===== config.mk =====
export PLATFORM = sky130hd
export DESIGN_NAME = con_event_queue
export DESIGN_NICKNAME = d
export VERILOG_FILES = /design/src/rtl/con_pkg.sv /design/src/rtl/event_fifo.sv /design/src/rtl/con_event_queue.sv
export SDC_FILE = /design/constraint.sdc
export NUM_CORES = 1
export LEC_CHECK = 0
export ABC_AREA = 1
export CAP_MARGIN = 0
export CELL_PAD_IN_SITES_DETAIL_PLACEMENT = 0
export CELL_PAD_IN_SITES_GLOBAL_PLACEMENT = 1
export CORE_MARGIN = 3
export CORE_UTILIZATION = 40
export CTS_CLUSTER_SIZE = 16
export DETAILED_ROUTE_END_ITERATION = 12
export PLACE_DENSITY = 0.81
export SLEW_MARGIN = 30
export SYNTH_ARGS = -nofsm -noshare
export SYNTH_HDL_FRONTEND = slang
export SYNTH_SLANG_ARGS = --single-unit
export TNS_END_PERCENT = 100

===== constraint.sdc =====
create_clock -name clock -period 2.5 [get_ports clock]
set_input_delay 0.25 -clock clock [delete_from_list [all_inputs] [get_ports clock]]
set_output_delay 0.25 -clock clock [all_outputs]
set_load 0.03 [all_outputs]

===== src/rtl/con_pkg.sv =====
// Shared types for the controller event queue:
// event bundle, scan FSM states and SNES button indices.
package con_pkg;

  typedef struct packed {
    logic       val;
    logic [3:0] idx;
  } evt_t;

  typedef enum logic {
    IDLE = 1'b0,
    SCAN = 1'b1
  } scan_state_e;

  localparam int EVT_W = $bits(evt_t);

  localparam logic [3:0] LAST_IDX = 4'd15;

  localparam logic [3:0] BTN_B      = 4'd0;
  localparam logic [3:0] BTN_Y      = 4'd1;
  localparam logic [3:0] BTN_SELECT = 4'd2;
  localparam logic [3:0] BTN_START  = 4'd3;
  localparam logic [3:0] BTN_UP     = 4'd4;
  localparam logic [3:0] BTN_DOWN   = 4'd5;
  localparam logic [3:0] BTN_LEFT   = 4'd6;
  localparam logic [3:0] BTN_RIGHT  = 4'd7;
  localparam logic [3:0] BTN_A      = 4'd8;
  localparam logic [3:0] BTN_X      = 4'd9;
  localparam logic [3:0] BTN_L      = 4'd10;
  localparam logic [3:0] BTN_R      = 4'd11;

endpackage


===== src/rtl/event_fifo.sv =====
// First-word-fall-through FIFO with occupancy count;
// flush clears contents and wins over push/pop.
module event_fifo #(
  parameter int DEPTH = 8,
  parameter int W     = 5
) (
  input  logic                       clk,
  input  logic                       rst_n,
  input  logic                       flush_i,
  input  logic                       push_i,
  input  logic                       pop_i,
  input  logic [W-1:0]               wdata_i,
  output logic [W-1:0]               rdata_o,
  output logic                       valid_o,
  output logic                       full_o,
  output logic [$clog2(DEPTH):0]     count_o
);

  localparam int AW = $clog2(DEPTH);
  localparam int CW = AW + 1;

  logic [W-1:0]  mem_q [DEPTH];
  logic [AW-1:0] wptr_q;
  logic [AW-1:0] rptr_q;
  logic [CW-1:0] count_q;
  logic          do_push;
  logic          do_pop;

  assign valid_o = (count_q != '0);
  assign full_o  = (count_q == CW'(DEPTH));
  assign count_o = count_q;
  assign do_push = push_i && !full_o;
  assign do_pop  = pop_i && valid_o;

  // Gate the head so an empty FIFO never shows stale storage
  assign rdata_o = valid_o ? mem_q[rptr_q] : '0;

  always_ff @(posedge clk or negedge rst_n) begin
    if (!rst_n) begin
      wptr_q  <= '0;
      rptr_q  <= '0;
      count_q <= '0;
    end else if (flush_i) begin
      wptr_q  <= '0;
      rptr_q  <= '0;
      count_q <= '0;
    end else begin
      if (do_push) wptr_q <= wptr_q + 1'b1;
      if (do_pop)  rptr_q <= rptr_q + 1'b1;
      count_q <= count_q + CW'(do_push)
                         - CW'(do_pop);
    end
  end

  always_ff @(posedge clk) begin
    if (do_push && !flush_i) mem_q[wptr_q] <= wdata_i;
  end

endmodule


===== src/rtl/con_event_queue.sv =====
// Turns controller state changes into per-button events,
// scanning bits in ascending order into a FWFT queue.
module con_event_queue
  import con_pkg::*;
#(
  parameter int DEPTH = 8
) (
  input  logic                   clock,
  input  logic                   reset,
  input  logic [15:0]            con_state,
  input  logic                   flush,
  input  logic                   rd_en,
  output logic                   evt_valid,
  output logic [4:0]             evt_data,
  output logic [$clog2(DEPTH):0] evt_count,
  output logic                   scanning
);

  scan_state_e state_q, state_d;
  logic [3:0]  idx_q, idx_d;
  logic [15:0] prev_q, prev_d;
  logic        push;
  logic        fifo_full;
  logic        bit_diff;
  evt_t        push_evt;

  assign bit_diff = con_state[idx_q] != prev_q[idx_q];
  assign push_evt = '{val: con_state[idx_q], idx: idx_q};
  assign scanning = (state_q == SCAN);

  always_comb begin
    state_d = state_q;
    idx_d   = idx_q;
    prev_d  = prev_q;
    push    = 1'b0;
    case (state_q)
      IDLE: begin
        if (con_state != prev_q) begin
          state_d = SCAN;
          idx_d   = '0;
        end
      end
      SCAN: begin
        // A differing bit holds the scan until the FIFO has room
        if (!bit_diff || !fifo_full) begin
          if (bit_diff) begin
            push          = 1'b1;
            prev_d[idx_q] = con_state[idx_q];
          end
          if (idx_q == LAST_IDX) begin
            state_d = IDLE;
            idx_d   = '0;
          end else begin
            idx_d = idx_q + 4'd1;
          end
        end
      end
      default: begin
        state_d = IDLE;
        idx_d   = '0;
      end
    endcase
  end

  always_ff @(posedge clock or negedge reset) begin
    if (!reset) begin
      state_q <= IDLE;
      idx_q   <= '0;
      prev_q  <= '0;
    end else begin
      state_q <= state_d;
      idx_q   <= idx_d;
      prev_q  <= prev_d;
    end
  end

  event_fifo #(
    .DEPTH (DEPTH),
    .W     (EVT_W)
  ) u_fifo (
    .clk     (clock),
    .rst_n   (reset),
    .flush_i (flush),
    .push_i  (push),
    .pop_i   (rd_en),
    .wdata_i (push_evt),
    .rdata_o (evt_data),
    .valid_o (evt_valid),
    .full_o  (fifo_full),
    .count_o (evt_count)
  );

endmodule

# ---- After elaboration in Yosys (flattened, before gate mapping)
# Memory sizes are Yosys's and may differ from the RTL's.
# Cells that the tools add are included.
# Widths: inputs -> output; s select.
dict set report classes {
  order_cmp 2
  muxes 26
  eq_ne 6
  add_sub_neg 5
  n_reduce_logical 13
  n_bitwise 1
}
# operator count
set ops {}
lappend ops {{$bwmux 16} 1}
lappend ops {{$mux 4} 4}
lappend ops {{$ne 16x16->1} 1}
lappend ops {{$mux 3} 4}
lappend ops {{$mux 1} 11}
lappend ops {{$bmux 1 s4} 2}
lappend ops {{$eq 4x4->1 const B} 2}
lappend ops {{$pmux 4 s2} 1}
lappend ops {{$add 3x1->3 const B} 2}
lappend ops {{$lt 4x5->1 const B} 1}
lappend ops {{$mux 5} 1}
lappend ops {{$add 4x1->4} 1}
lappend ops {{$add 4x1->4 const B} 1}
lappend ops {{$demux 1 s4} 1}
lappend ops {{$ge 4x1->1 const B} 1}
lappend ops {{$logic_and 1x1->1} 4}
lappend ops {{$reduce_bool 2->1} 2}
lappend ops {{$reduce_bool 4->1} 1}
lappend ops {{$sub 4x1->4} 1}
lappend ops {{$logic_not 1->1} 3}
lappend ops {{$reduce_and 3->1} 1}
lappend ops {{$ne 2x1->1 const B} 1}
lappend ops {{$ne 2x2->1 const B} 1}
lappend ops {{$pmux 1 s2} 1}
lappend ops {{other kinds (4)} 4}
dict set report word_totals {
  n_memories 1
  out_inout_bits 11
  ram_bits 40
  regBits 31
  inputBits 20
  word_cells 60
}
# memory words width rd rd_ports_with_merged_regs wr line
set memory_table {}
lappend memory_table {u_fifo.mem_q 8 5 1 0 1 event_fifo.sv:22} ;# logic [W-1:0] mem_q [DEPTH];

# ---- Depth between registers and ports, before layout
dict set report depth {
  word_depth 11
  depth_mapped 18
  ltp_nobuf 17
}

# ---- Cells and area by module
# A second synthesis with hierarchy kept.
dict set report unflattened {
  cells_unflattened 558
  hier_area_um2 4342.9
}
# mod n_inst area_each_um2 cells_each seq_area_each_um2
set by_module_without_submodules {}
lappend by_module_without_submodules {event_fifo 1 2383.5 253 1451.4}
lappend by_module_without_submodules {con_event_queue 1 1959.4 305 525.5}

# ---- Worst setup path before layout
# OpenSTA, ideal clock, no wires.
dict set report synth_timing {
  path_kind {reg-to-reg}
  start {reg u_fifo.count_q[2] (netlist: u_fifo.count_o[2])}
  end {reg u_fifo.count_q[2] (netlist: u_fifo.count_o[2])}
  required_ps 2381
  stages_incl_launch_ff 12
  setup_time_ps 119
  slack_ps -74
  t_arrival_ps 2455
  synth_period_minus_slack_ps 2574
  n_path_buf 0
  path_cell_list {dfrtp_1 -> inv_1 -> ha_1 -> nand3_1 -> nand2_1 -> inv_1 -> ha_1 -> inv_1 -> ha_1 -> fa_1 -> xnor2_1 -> nor2_1}
}
dict set report synth_between {
  word_cells_on_any_way 11
  cone_classes {2 x add/sub; 1 x eq/ne; 3 x mux; 5 x reduce/logical}
}
# item line
set synth_rtl {}
lappend synth_rtl {{start: declaration} event_fifo.sv:25} ;# logic [CW-1:0] count_q;
lappend synth_rtl {{start signal: assignment} event_fifo.sv:50} ;# count_q <= count_q + CW'(do_push)
lappend synth_rtl {{$reduce_bool 4->1} event_fifo.sv:29} ;# assign valid_o = (count_q != '0);
lappend synth_rtl {{net evt_valid} con_event_queue.sv:13} ;# output logic evt_valid,
lappend synth_rtl {{$logic_and 1x1->1} event_fifo.sv:33} ;# assign do_pop = pop_i && valid_o;
lappend synth_rtl {{$sub 4x1->4} event_fifo.sv:51} ;# - CW'(do_pop);
lappend synth_rtl {{$mux 4} event_fifo.sv:43} ;# end else if (flush_i) begin
# The timed path passes the listed nets, and every way through them passes these cells.
# A chain may end at the register's enable or synchronous reset.

# ---- Worst setup path after layout
dict set report layout_timing {
  start {reg idx_q[0]}
  end {reg u_fifo.count_q[1] (netlist: u_fifo.count_o[1])}
}
dict set report layout_between {
  elab_chain_cells 11
  word_cells_on_any_way 14
  cone_classes {2 x add/sub; 1 x eq/ne; 8 x mux; 3 x reduce/logical}
}
# item line
set layout_rtl {}
lappend layout_rtl {{start: declaration} con_event_queue.sv:20} ;# logic [3:0] idx_q, idx_d;
lappend layout_rtl {{start signal: assignment} con_event_queue.sv:72} ;# idx_q <= idx_d;
lappend layout_rtl {{$bmux 1 s4} con_event_queue.sv:27} ;# assign bit_diff = con_state[idx_q] != prev_q[idx_q];
lappend layout_rtl {{$mux 1 (not written as such)} con_event_queue.sv:27}
lappend layout_rtl {{$ne 1x1->1 *} con_event_queue.sv:27}
lappend layout_rtl {{$logic_not 1->1} con_event_queue.sv:45} ;# if (!bit_diff || !fifo_full) begin
lappend layout_rtl {{$logic_or 1x1->1} con_event_queue.sv:45}
lappend layout_rtl {{$mux 1 *} con_event_queue.sv:45}
lappend layout_rtl {{$mux 1 *} con_event_queue.sv:36} ;# case (state_q)
lappend layout_rtl {{$logic_and 1x1->1 *} event_fifo.sv:32} ;# assign do_push = push_i && !full_o;
lappend layout_rtl {{$add 4x1->4 *} event_fifo.sv:50}
lappend layout_rtl {{$sub 4x1->4 *} event_fifo.sv:51}
lappend layout_rtl {{$mux 4 *} event_fifo.sv:43}
# Mark *: on every way between the ends. The rest lies on a longest branch, timed or not. The select of a mux whose other input is x is not followed.

==> flow_metrics.env <==
export IMPL_critPathMaxFanout=19
export IMPL_max_cap_viol_count=0
export IMPL_ys_seq_area_share_pct=48.10
export IMPL_cts_inserted_buffers=9
export IMPL_final_cell_count_no_fill=673
export IMPL_drc=0
export IMPL_postLayoutCoreUtil_pct=49.43
export IMPL_cp_required_ns=2.74
export IMPL_synth_seq_cells=71
export IMPL_synthArstFlopShare_pct=43.66
export IMPL_final_seq_area_um2=1977
export IMPL_fp_row_count=36
export IMPL_holdBufCountCts=0
export IMPL_path_buf_inv=5
export IMPL_synth_nets=526
export IMPL_finalSetupViolations=0
export IMPL_synth_warnings=0
export IMPL_path_delay_family="simple AND/OR/NAND/NOR gates"
export IMPL_die_x_um=107.4
export IMPL_hold_path_class="in2async"
export IMPL_path_cells="buf_12, inv_12, nand2_1, nand3_1, nand2_1, nand2_1, nand2_2, nor2_4, inv_2, nand2_4, nand4_4, inv_2, ha_2, fa_1, inv_1, nor2_1"
export IMPL_wl_mm=9.543
export IMPL_fp_dieH_um=107.4
export IMPL_gp_congestion=0.8257
export IMPL_cts_clk_slew_worst_paths_ns=0.08
export IMPL_maxSlewViolCount=0
export IMPL_muxShareOfSynthArea_pct=0
export IMPL_initial_core_util_pct=41.67
export IMPL_fin_setup_tns_ns=0
export IMPL_io_pin_count=31
export IMPL_synth_simple_area_share_pct=29.32
export IMPL_synth_top_family_by_area="simple AND/OR/NAND/NOR gates"
export IMPL_p_seq_share_pct=28.5
export IMPL_power_share_clock_pct=15.5
export IMPL_p_int_mw=3.435
export IMPL_dp_cells=656
export IMPL_synth_main_ff_cell="edfxtp_1"
export IMPL_nFillCells=942
export IMPL_overflow=0
export IMPL_grt_max_degree=37
export IMPL_cts_sinks=71
export IMPL_syn_inst=493
export IMPL_avgRoutedWirePerCell_um=14.18
export IMPL_crit_path_frequent_cell="nand2_1"
export IMPL_m1WireLength_mm=4.300
export IMPL_rsz0062_at_grt="false"
export IMPL_cts_tree="yes"
export IMPL_dr_wl_met3_um=337
export IMPL_p_leak_nw=2.174
export IMPL_vias=3381
export IMPL_highest_layer="met4"
export IMPL_syn_area_um2=4110
export IMPL_max_freq_ghz=0.4302
export IMPL_relSlewSlack_pct=68.42
export IMPL_ir_worst_vdd_uv=726.1
export IMPL_area_delta_synth_final_pct=18.63
export IMPL_cp_arrival_ns=2.56
export IMPL_synth_compound_area_share_pct=6.027
export IMPL_period_share_pct=92.97
export IMPL_first_global_vias=3266
export IMPL_switchingPower_mw=3.137
export IMPL_synth_xor_area_share_pct=3.409
export IMPL_htree_levels=3
export IMPL_numPortBuffers=30
export IMPL_gr_usage_all_layers_pct=17.67
export IMPL_ant_nets=0
export IMPL_switching_share_pct=47.73
export IMPL_pwr_share_comb_pct=55.9
export IMPL_worst_slew_pin_slew_ns=0.4737
export IMPL_fin_nets=568
export IMPL_start_kind="flip-flop"
export IMPL_synth_edf_count=40
export IMPL_cp_end_kind="flip-flop"
export IMPL_dr_pass1_iters=5
export IMPL_dieArea_um2=11530
export IMPL_mostFrequentLayoutCell="nand2_1"
export IMPL_powerDensity_nw_per_um2=1348
export IMPL_finClkSkew_ns=0.01219
export IMPL_root_buffer="clkbuf_8"
export IMPL_r2r_slack_ns=0.18
export IMPL_cts_max_path_buffers=2
export IMPL_critical_path_slowest_cell="dfrtp_1"
export IMPL_finalHoldViolCount=0
export IMPL_wl_met2_mm=4.827
export IMPL_critPathKind="reg2reg"
export IMPL_final_cell_mix="nand2_1, nor2_1, inv_1, nand3_1, edfxtp_1"
export IMPL_slowest_delay_ns=0.43
export IMPL_core_area_um2=9864
export IMPL_antenna_found_initial=0
export IMPL_whs_ns=0.2925
export IMPL_n_antenna_cell=0
export IMPL_drive_gt1_share_pct=11.48
export IMPL_multi_input_area_um2=1794
export IMPL_grt_pass1_wl_mm=16.00
export IMPL_viasPerCell=5.024
export IMPL_clkLatencyLatePin_ns=0.35
export IMPL_fin_crit_ns=2.324
export IMPL_run_status="finished clean"
export IMPL_synthDistinctLibCells=32
export IMPL_dp_hpwl_mm=6.625
export IMPL_synth_fa_ha_area_share_pct=4.140
export IMPL_dr_first_iter_drc_count=255
export IMPL_avgSynthCellArea_um2=8.337
[cell usage after synthesis, drive strengths merged, types with 2 or more instances]
| library cell | instances | area [um2] |
|---|---|---|
| nor3 | 2 | 10.01 |
| dfrtp | 31 | 775.7 |
| xnor2 | 10 | 87.58 |
| nand3 | 52 | 265.3 |
| o21ai | 29 | 145.1 |
| xor2 | 6 | 52.55 |
| ha | 12 | 150.1 |
| buf | 11 | 96.33 |
| nand2 | 113 | 456.7 |
| edfxtp | 40 | 1201 |
| a21oi | 5 | 25.02 |
| inv | 61 | 236.5 |
| clkbuf | 9 | 33.78 |
| nor2 | 72 | 304.0 |
| o22ai | 5 | 31.28 |
| a31oi | 5 | 31.28 |
| nand4 | 26 | 168.9 |
[through the flow]
step / setup WS [ns] / area (um2) / power [mW]
3_5_place_dp: 0.04680 / 4614 / 5.537
3_3_place_gp: 0.07171 / 4614 / 5.449
5_1_grt: 0.006859 / 4876 / 7.136
6_report: 0.1756 / 4876 / 6.572
2_1_floorplan: 0.08050 / 4115 / 4.613
4_1_cts: 0.09335 / 4833 / 6.531
[final timing paths]
path,from,cells after the start,endpoint
setup / recovery,idx_q[0]$_DFFE_PN0P_,16,u_fifo.count_o[1]$_DFF_PN0_
hold / removal,reset,2,prev_q[8]$_DFFE_PN0P_
setup reg to reg,idx_q[0]$_DFFE_PN0P_,16,u_fifo.count_o[1]$_DFF_PN0_
hold reg to reg,prev_q[15]$_DFFE_PN0P_,2,prev_q[15]$_DFFE_PN0P_
max in group asynchronous,reset,2,prev_q[14]$_DFFE_PN0P_
min in group clock,prev_q[15]$_DFFE_PN0P_,2,prev_q[15]$_DFFE_PN0P_
[power by group through the flow]
stage	logic (mW)	clock network, mW	registers, mW
final	3.68	1.02	1.88
after global routing	4.12	1.09	1.92
after CTS	3.61	1.05	1.88
after detailed placement	3.64	0	1.90
after global placement	3.56	0	1.89
after floorplan	2.70	0	1.92
[metal layers]
| metal | up-vias | global-route usage, % |
|---|---|---|
| met5 | - | 0 |
| met1 | 1584 | 22.39 |
| met2 | 79 | 31.05 |
| li1 | 1710 | - |
| met3 | 8 | 3.539 |
| met4 | 0 | 4.148 |
[flip-flops by register name (all words and copies together) (netlist names)]
| signal | flops |
|---|---|
| scanning | 1 |
| u_fifo.wptr_q | 3 |
| u_fifo.count_o | 4 |
| prev_q | 16 |
| idx_q | 4 |
| u_fifo.mem_q | 40 |
| u_fifo.rptr_q | 3 |
[cells by family after synthesis]
group           count (synthesis)
xor+xnor                       16
flops                          71
buf+inv                        82
simple gates                  265
compound gates                 46
fa+ha+maj                      13
[timing repair]
item	in CTS	in global routing
setup buffers	0	1
endpoints found under the hold margin	0	0
resized for setup	6	10
endpoints found under the setup margin	5	8
pin swaps	0	2
[area by class of cell]
class,instances,share of cell area (%)
repair buffers,51,9.597
clock buffers,10,2.617
well taps,133,3.413
flip-flops and latches,71,40.54
inverters,62,5.106
clock inverters,6,1.925
multi-input cells,340,36.80
[worst register-to-register path, delay by kind of cell (launching register included)]
kind	cells	cell delay, ns
and+or+nand+nor	9	0.70
buffers and inverters	5	0.48
adders and majority gates	2	0.59
DFF	1	0.43
Note: power is estimated with default switching activity, not from simulation.
